===== config.mk =====
export PLATFORM = sky130hd
export DESIGN_NAME = sram_arbiter
export DESIGN_NICKNAME = d
export VERILOG_FILES = /design/src/rtl/sram_arbiter.sv
export SDC_FILE = /design/constraint.sdc
export NUM_CORES = 1
export LEC_CHECK = 0
export CORE_UTILIZATION = 37
export CTS_CLUSTER_DIAMETER = 30
export CTS_CLUSTER_SIZE = 14
export DETAILED_ROUTE_END_ITERATION = 10
export PLACE_DENSITY = 0.76
export RECOVER_POWER = 25
export SKIP_CTS_REPAIR_TIMING = 1
export SYNTH_ARGS = -nofsm -noshare
export SYNTH_HDL_FRONTEND = slang
export SYNTH_SLANG_ARGS = --single-unit

===== constraint.sdc =====
create_clock -name clk -period 1.5 [get_ports clk]
set_input_delay 0.15 -clock clk [delete_from_list [all_inputs] [get_ports clk]]
set_output_delay 0.15 -clock clk [all_outputs]
set_load 0.02 [all_outputs]

===== src/rtl/sram_arbiter.sv =====
// Two-client SRAM port arbiter: VGA scanout reads have priority over renderer reads/writes.
// Define SRAM_ARB_STARVE_GUARD_EN to let the renderer win after STARVE_LIMIT consecutive VGA grants.
module sram_arbiter #(
  parameter int unsigned ADDR_WIDTH    = 20,
  parameter int unsigned DATA_WIDTH    = 32,
  parameter int unsigned ACCESS_CYCLES = 2,
  parameter int unsigned STARVE_LIMIT  = 8
) (
  input  logic                    clk,
  input  logic                    rst,
  input  logic                    vga_req,
  input  logic [ADDR_WIDTH-1:0]   vga_addr,
  output logic                    vga_grant,
  output logic                    vga_rvalid,
  output logic [DATA_WIDTH-1:0]   vga_rdata,
  input  logic                    rnd_req,
  input  logic                    rnd_we,
  input  logic [ADDR_WIDTH-1:0]   rnd_addr,
  input  logic [DATA_WIDTH-1:0]   rnd_wdata,
  input  logic [DATA_WIDTH/8-1:0] rnd_be,
  output logic                    rnd_grant,
  output logic                    rnd_done,
  output logic [DATA_WIDTH-1:0]   rnd_rdata,
  output logic [ADDR_WIDTH-1:0]   sram_addr,
  output logic [DATA_WIDTH-1:0]   sram_dout,
  output logic                    sram_doe,
  input  logic [DATA_WIDTH-1:0]   sram_din,
  output logic [DATA_WIDTH/8-1:0] sram_be_n,
  output logic                    sram_ce_n,
  output logic                    sram_oe_n,
  output logic                    sram_we_n
);

  localparam int unsigned BE_WIDTH = DATA_WIDTH / 8;
  localparam int unsigned CNT_W    = (ACCESS_CYCLES > 1) ? $clog2(ACCESS_CYCLES) : 1;
  localparam logic [CNT_W-1:0] LAST_CNT = CNT_W'(ACCESS_CYCLES - 1);

  localparam logic [1:0] IDLE  = 2'd0;
  localparam logic [1:0] READ  = 2'd1;
  localparam logic [1:0] WRITE = 2'd2;
  localparam logic [1:0] TURN  = 2'd3;

  if (ACCESS_CYCLES < 1 || STARVE_LIMIT < 1) begin : g_param_check
    $error("sram_arbiter: ACCESS_CYCLES and STARVE_LIMIT must be >= 1");
  end

  logic [1:0]          state;
  logic [CNT_W-1:0]    cnt;
  logic                owner_rnd;
  logic [BE_WIDTH-1:0] be_q;
  logic                any_req;
  logic                pick_rnd;

  assign any_req = vga_req | rnd_req;

`ifdef SRAM_ARB_STARVE_GUARD_EN
  localparam int unsigned STK_W = (STARVE_LIMIT > 0) ? $clog2(STARVE_LIMIT + 1) : 1;
  localparam logic [STK_W-1:0] STK_MAX = STK_W'(STARVE_LIMIT);

  logic [STK_W-1:0] streak;

  assign pick_rnd = rnd_req & (~vga_req | (streak == STK_MAX));

  // Streak only moves on an arbitration; saturates so a stuck VGA cannot wrap it.
  always_ff @(posedge clk or negedge rst) begin
    if (!rst) begin
      streak <= '0;
    end else if (state == IDLE && any_req) begin
      if (pick_rnd || !rnd_req) begin
        streak <= '0;
      end else if (streak != STK_MAX) begin
        streak <= streak + STK_W'(1);
      end
    end
  end
`else
  assign pick_rnd = rnd_req & ~vga_req;
`endif

  always_ff @(posedge clk or negedge rst) begin
    if (!rst) begin
      state      <= IDLE;
      cnt        <= '0;
      owner_rnd  <= 1'b0;
      be_q       <= '0;
      sram_addr  <= '0;
      sram_dout  <= '0;
      vga_rdata  <= '0;
      rnd_rdata  <= '0;
      vga_grant  <= 1'b0;
      rnd_grant  <= 1'b0;
      vga_rvalid <= 1'b0;
      rnd_done   <= 1'b0;
    end else begin
      vga_grant  <= 1'b0;
      rnd_grant  <= 1'b0;
      vga_rvalid <= 1'b0;
      rnd_done   <= 1'b0;
      case (state)
        IDLE: begin
          if (any_req) begin
            cnt       <= '0;
            owner_rnd <= pick_rnd;
            vga_grant <= ~pick_rnd;
            rnd_grant <= pick_rnd;
            if (pick_rnd) begin
              sram_addr <= rnd_addr;
              sram_dout <= rnd_wdata;
              be_q      <= rnd_be;
              state     <= rnd_we ? WRITE : READ;
            end else begin
              sram_addr <= vga_addr;
              state     <= READ;
            end
          end
        end
        READ: begin
          if (cnt == LAST_CNT) begin
            state <= IDLE;
            if (owner_rnd) begin
              rnd_rdata <= sram_din;
              rnd_done  <= 1'b1;
            end else begin
              vga_rdata  <= sram_din;
              vga_rvalid <= 1'b1;
            end
          end else begin
            cnt <= cnt + CNT_W'(1);
          end
        end
        WRITE: begin
          if (cnt == LAST_CNT) begin
            state    <= TURN;
            rnd_done <= 1'b1;
          end else begin
            cnt <= cnt + CNT_W'(1);
          end
        end
        default: state <= IDLE;
      endcase
    end
  end

  // Strobes decode straight from state so an async reset drops them at once.
  always_comb begin
    sram_ce_n = 1'b1;
    sram_oe_n = 1'b1;
    sram_we_n = 1'b1;
    sram_be_n = '1;
    sram_doe  = 1'b0;
    case (state)
      READ: begin
        sram_ce_n = 1'b0;
        sram_oe_n = 1'b0;
        sram_be_n = '0;
      end
      WRITE: begin
        sram_ce_n = 1'b0;
        sram_we_n = 1'b0;
        sram_be_n = ~be_q;
        sram_doe  = 1'b1;
      end
      TURN: begin
        sram_be_n = ~be_q;
        sram_doe  = 1'b1;
      end
      default: ;
    endcase
  end

endmodule


# Word level (Yosys, flattened, before mapping)
# Index checks and enable logic that the tools add are counted.
dict set report op_classes {
  n_eq_ne 6
  n_reduce_logical 10
  add_sub_neg 1
  bitwise 6
  mux 26
}
# operator count
set op_table {}
lappend op_table {{20-bit 2-to-1 mux} 1}
lappend op_table {{1-bit 2-to-1 mux} 16}
lappend op_table {{3-bit AND reduction} 4}
lappend op_table {{2-bit 2-to-1 mux} 5}
lappend op_table {{4-bit one-hot mux with 2 select lines} 1}
lappend op_table {{2-bit inequality test, second input constant} 3}
lappend op_table {{2-bit one-hot mux with 3 select lines} 1}
lappend op_table {{2-bit == test, second input constant} 2}
lappend op_table {{4-bit inverter} 1}
lappend op_table {{1-bit one-hot mux with 2 select lines} 2}
lappend op_table {{2-bit AND reduction} 2}
lappend op_table {{2-bit OR reduction} 2}
lappend op_table {{1-bit inverter} 3}
lappend op_table {{2-bit by 1-bit == test with 1-bit output, second input constant} 1}
lappend op_table {{2-bit logical NOT} 1}
lappend op_table {{2-bit nonzero test} 1}
lappend op_table {{1-bit adder, second input constant} 1}
lappend op_table {{1-bit AND} 1}
lappend op_table {{1-bit bitwise OR} 1}
dict set report totals {
  out_inout_bits 128
  reg_bits 128
  word_cells 61
}

# Depth between registers and ports, before layout
dict set report logic_depth {
  depth_word 5
  ltp_mapped 6
}

# Worst setup path before layout
# Ideal clock, no wire load.
dict set report synth_timing {
  path_type {register to register}
  start {register state[1]}
  end {register vga_rdata[10]}
  n_path_buf 1
  period_less_slack_ns 1.571
  arrival_ns 1.446
  path_stages_with_launch 6
  required_time_ns 1.375
  path_slack_ns -0.071
  cell_sequence {dfrtp_1 inv_1 ha_1 nand3b_2 buf_2 mux2_2}
}
dict set report synth_between {
  elab_chain_len 2
}
# item line
set synth_lines {}
lappend synth_lines {{start: declaration} 47} ;# logic [1:0] state;
lappend synth_lines {{start signal: assignment} 110} ;# state <= rnd_we ? WRITE : READ;
lappend synth_lines {{2-bit by 1-bit == test with 1-bit output} 99} ;# case (state)
lappend synth_lines {{3-bit AND reduction (no line)} --}
lappend synth_lines {{end signal: assignment} 124} ;# vga_rdata <= sram_din;
lappend synth_lines {{end: declaration} 15} ;# output logic [DATA_WIDTH-1:0] vga_rdata,
# No other way between the ends.
# A chain may end at the register's enable or synchronous reset.

# Final worst setup path
dict set report layout_timing {
  start {register state[0]}
  end {register rnd_rdata[18]}
}
dict set report layout_between {
  elab_chain_len 2
}
# item line
set layout_lines {}
lappend layout_lines {{2-bit by 1-bit == test with 1-bit output} 99}
lappend layout_lines {{3-bit AND reduction (no line)} --}
lappend layout_lines {{end signal: assignment} 121} ;# rnd_rdata <= sram_din;
lappend layout_lines {{end: declaration} 23} ;# output logic [DATA_WIDTH-1:0] rnd_rdata,
# No other way between the ends.

==> reports/qor.csv <==
stage,metric,value,unit
die,coreArea,0.0135,sq mm
placed_design,place.gp.congestion,0.737,
timing,grt_setup_unrepaired,true,
clock_network,cts_tree,built,
synthesis,synthDistinctLibCells,25,
timing,period_minus_slack,1640,ps
die,die_area,0.0145,sq mm
route,wl_per_cell,17.7,um
clock_network,clkSlewWorstSetupHoldPaths,50,ps
route,via_per_inst,4.79,
clock_network,clkLatencyLatePin,400,ps
synthesis,ys_seq_elements,128,
final_layout,final-instance-count-excl-fill,816,
die,ioPinCount,241,
synthesis,synth_top_family_by_area,multiplexers,
timing,setup_tns,-11420,ps
final_layout,design_area,0.00939,sq mm
timing,max_freq,610,MHz
final_layout,syn_to_final_growth,80.8,%
synthesis,synth.area.mux_share,27.8,%
synthesis,synth-edff-count,0,
placed_design,place_area,0.00802,sq mm
job,cap_violations,0,
min_path,hold_class,input port to register,
synthesis,yosysSeqAreaShare,61.7,%
synthesis,syn_area,0.00519,sq mm
critical_path,reg2regPathDepth,6,
route,drtAntennaViolNets,0,
placed_design,port_buffers,240,
synthesis,syn_inst,347,
critical_path,r2r_setup_slack,-140,ps
timing,fin_worst_skew,10.9,ps
pwr,ir_drop,1.06,mV
clock_network,ctsLongestPathBuffers,2,
timing,hold_viol,0,
global_route,grt_max_degree,49,
critical_path,critPathLaunchType,register,
timing,timing.final.ws_setup,-139,ps
route,drt_iter0_markers,170,
synthesis,synth_adder_area_share,1.45,%
global_route,antenna_found_initial,0,
synthesis,synth_nets,466,
clock_network,cts_made_buffers,17,
route,drc,0,
clock_network,htree_num_levels,4,
critical_path,cp-end-kind,register,
placed_design,dpl.cell_count,775,
global_route,grt_first_pass_wirelength,20700,um
synthesis,synth-simple-area-share,2.94,%
run_status,status,"finished, violations left",
timing,finalSetupViolations,108,
die,num_rows,42,
critical_path,path_max_fanout,6,
pwr,leakage,0.00538,uW
clock_network,root_buffer,clkbuf_16,
die,fp.dieW,120,um
final_layout,layout-drive-gt1-share,30.0,%
critical_path,cp_data_required_time,1780,ps
placed_design,hpwlAfterDp,9840,um
timing,slew_violations,0,
timing,worst_pin_slew,1130,ps
min_path,whs_path_depth,2,
critical_path,worstSetupPathType,register to register,
synthesis,yosysWarnings,0,
die,start_util,38.6,%
pwr,p_per_area,2330,mW/mm^2
critical_path,arrival,1920,ps
timing,layout_worst_path_cycle_share,109,%
route,firstDrtPassIters,4,
global_route,grt_pass1_vias,4158,
global_route,gr-total-overflow,0,
synthesis,synth_compound_area_share,3.76,%
clock_network,cts_sinks,128,
synthesis,async_flop_share,100,%
timing,relSlewSlack,24.4,%
route,dr_total_vias,3911,
die,die_h,120,um
synthesis,ys_dominant_reg_cell,dfrtp_1,
synthesis,syn_avg_cell_area,15.0,sq um
route,routed_wl,14500,um
final_layout,antenna_cells,0,
run_status,failed_checks,negative setup slack,
synthesis,synth_xor_area_share,0,%
timing,holdWs,360,ps
final_layout,nets,746,
global_route,grt_usage,18.6,%
-- metal layers --
layer	track usage [%]	wire length (um)	vias up	share of wire (%)
met4	6.79	169	0	1.2
met2	33.6	7660	154	53
met5	0	0	-	0
li1	-	-	1771	-
met1	20.8	5760	1972	40
met3	5.24	884	14	6.1
-- final timing paths --
path                              start            end
setup / recovery               state[0]  rnd_rdata[18]
hold / removal             rnd_wdata[0]   sram_dout[0]
setup reg to reg               state[0]  rnd_rdata[18]
hold reg to reg            sram_addr[4]   sram_addr[4]
max in group asynchronous           rst   sram_dout[5]
min in group asynchronous           rst   sram_dout[8]
-- cell families after synthesis --
logic type,count (synthesis)
AND/OR/NAND/NOR,32
buffers and inverters,24
adder cells (fa/ha/maj),6
flip-flops,128
multiplexers,121
AO/OA/AOI/OAI,36
-- synth_stat cells, drive strengths merged (2+ instances only) --
| cell type | number | share of area [%] |
|---|---|---|
| clkbuf | 5 | 0.39 |
| o21ai | 22 | 2.1 |
| a21oi | 9 | 0.87 |
| ha | 6 | 1.4 |
| nand2 | 23 | 1.8 |
| mux2i | 21 | 4.0 |
| inv | 8 | 0.58 |
| buf | 11 | 1.4 |
| dfrtp | 128 | 62 |
| nor2 | 3 | 0.22 |
| a31oi | 2 | 0.24 |
| mux2 | 100 | 24 |
-- placed cells by master (no fill, tap or decap), types with 2 or more instances in the layout --
cell type | synthesis | final
clkdlybuf4s50_1 | 0 | 112
buf_12 | 0 | 6
buf_4 | 0 | 16
dlymetal6s2s_1 | 0 | 119
clkbuf_16 | 0 | 21
o21ai_0 | 22 | 21
dfrtp_1 | 128 | 127
inv_1 | 8 | 4
buf_8 | 0 | 3
mux2i_1 | 21 | 21
mux2_4 | 29 | 64
a31oi_1 | 2 | 2
inv_2 | 0 | 2
clkbuf_1 | 4 | 4
clkinv_2 | 0 | 2
nor2_1 | 3 | 2
ha_4 | 0 | 3
ha_1 | 6 | 2
mux2_2 | 71 | 36
buf_6 | 3 | 15
a21oi_1 | 9 | 5
inv_4 | 0 | 2
a21oi_2 | 0 | 4
clkbuf_8 | 0 | 2
bufinv_16 | 0 | 6
nand2_1 | 22 | 22
-- sequential cells by signal, indices dropped and copies added (netlist names) --
signal	flops
vga_grant	1
sram_addr	20
owner_rnd	1
cnt	1
rnd_grant	1
state	2
be_q	4
vga_rvalid	1
vga_rdata	32
rnd_done	1
rnd_rdata	32
sram_dout	32
-- power breakdown --
group	internal [uW]	switching, uW
registers	5230	989
clock network	3200	1440
logic	6000	5060
-- critical path, stage by stage (launching register included) --
cell and delay, ps:
dfrtp_1 420, buf_4 160, buf_6 110, ha_4 170, nand3_4 160, clkbuf_16 200
mux2_4 300
-- through the flow --
stage | setup WS [ps] | util, % | power, uW
after global routing | -187 | 69.8 | 22900
after CTS | -655 | 64.6 | 21300
after detailed placement | -203 | 59.6 | 16600
final | -139 | 69.8 | 21900
after global placement | -172 | 59.6 | 16300
after floorplan | -27.3 | - | 11400
-- cell type report --
class                   instances  area [sq um]
clock buffers                  22           464
clock inverters                10           206
fillers                       915          4060
inverters                       8          35.0
multi-input cells             195          2080
flip-flops and latches        128          3200
well taps                     176           220
repair buffers                277          3180
Power figures use the tool's default switching activity.
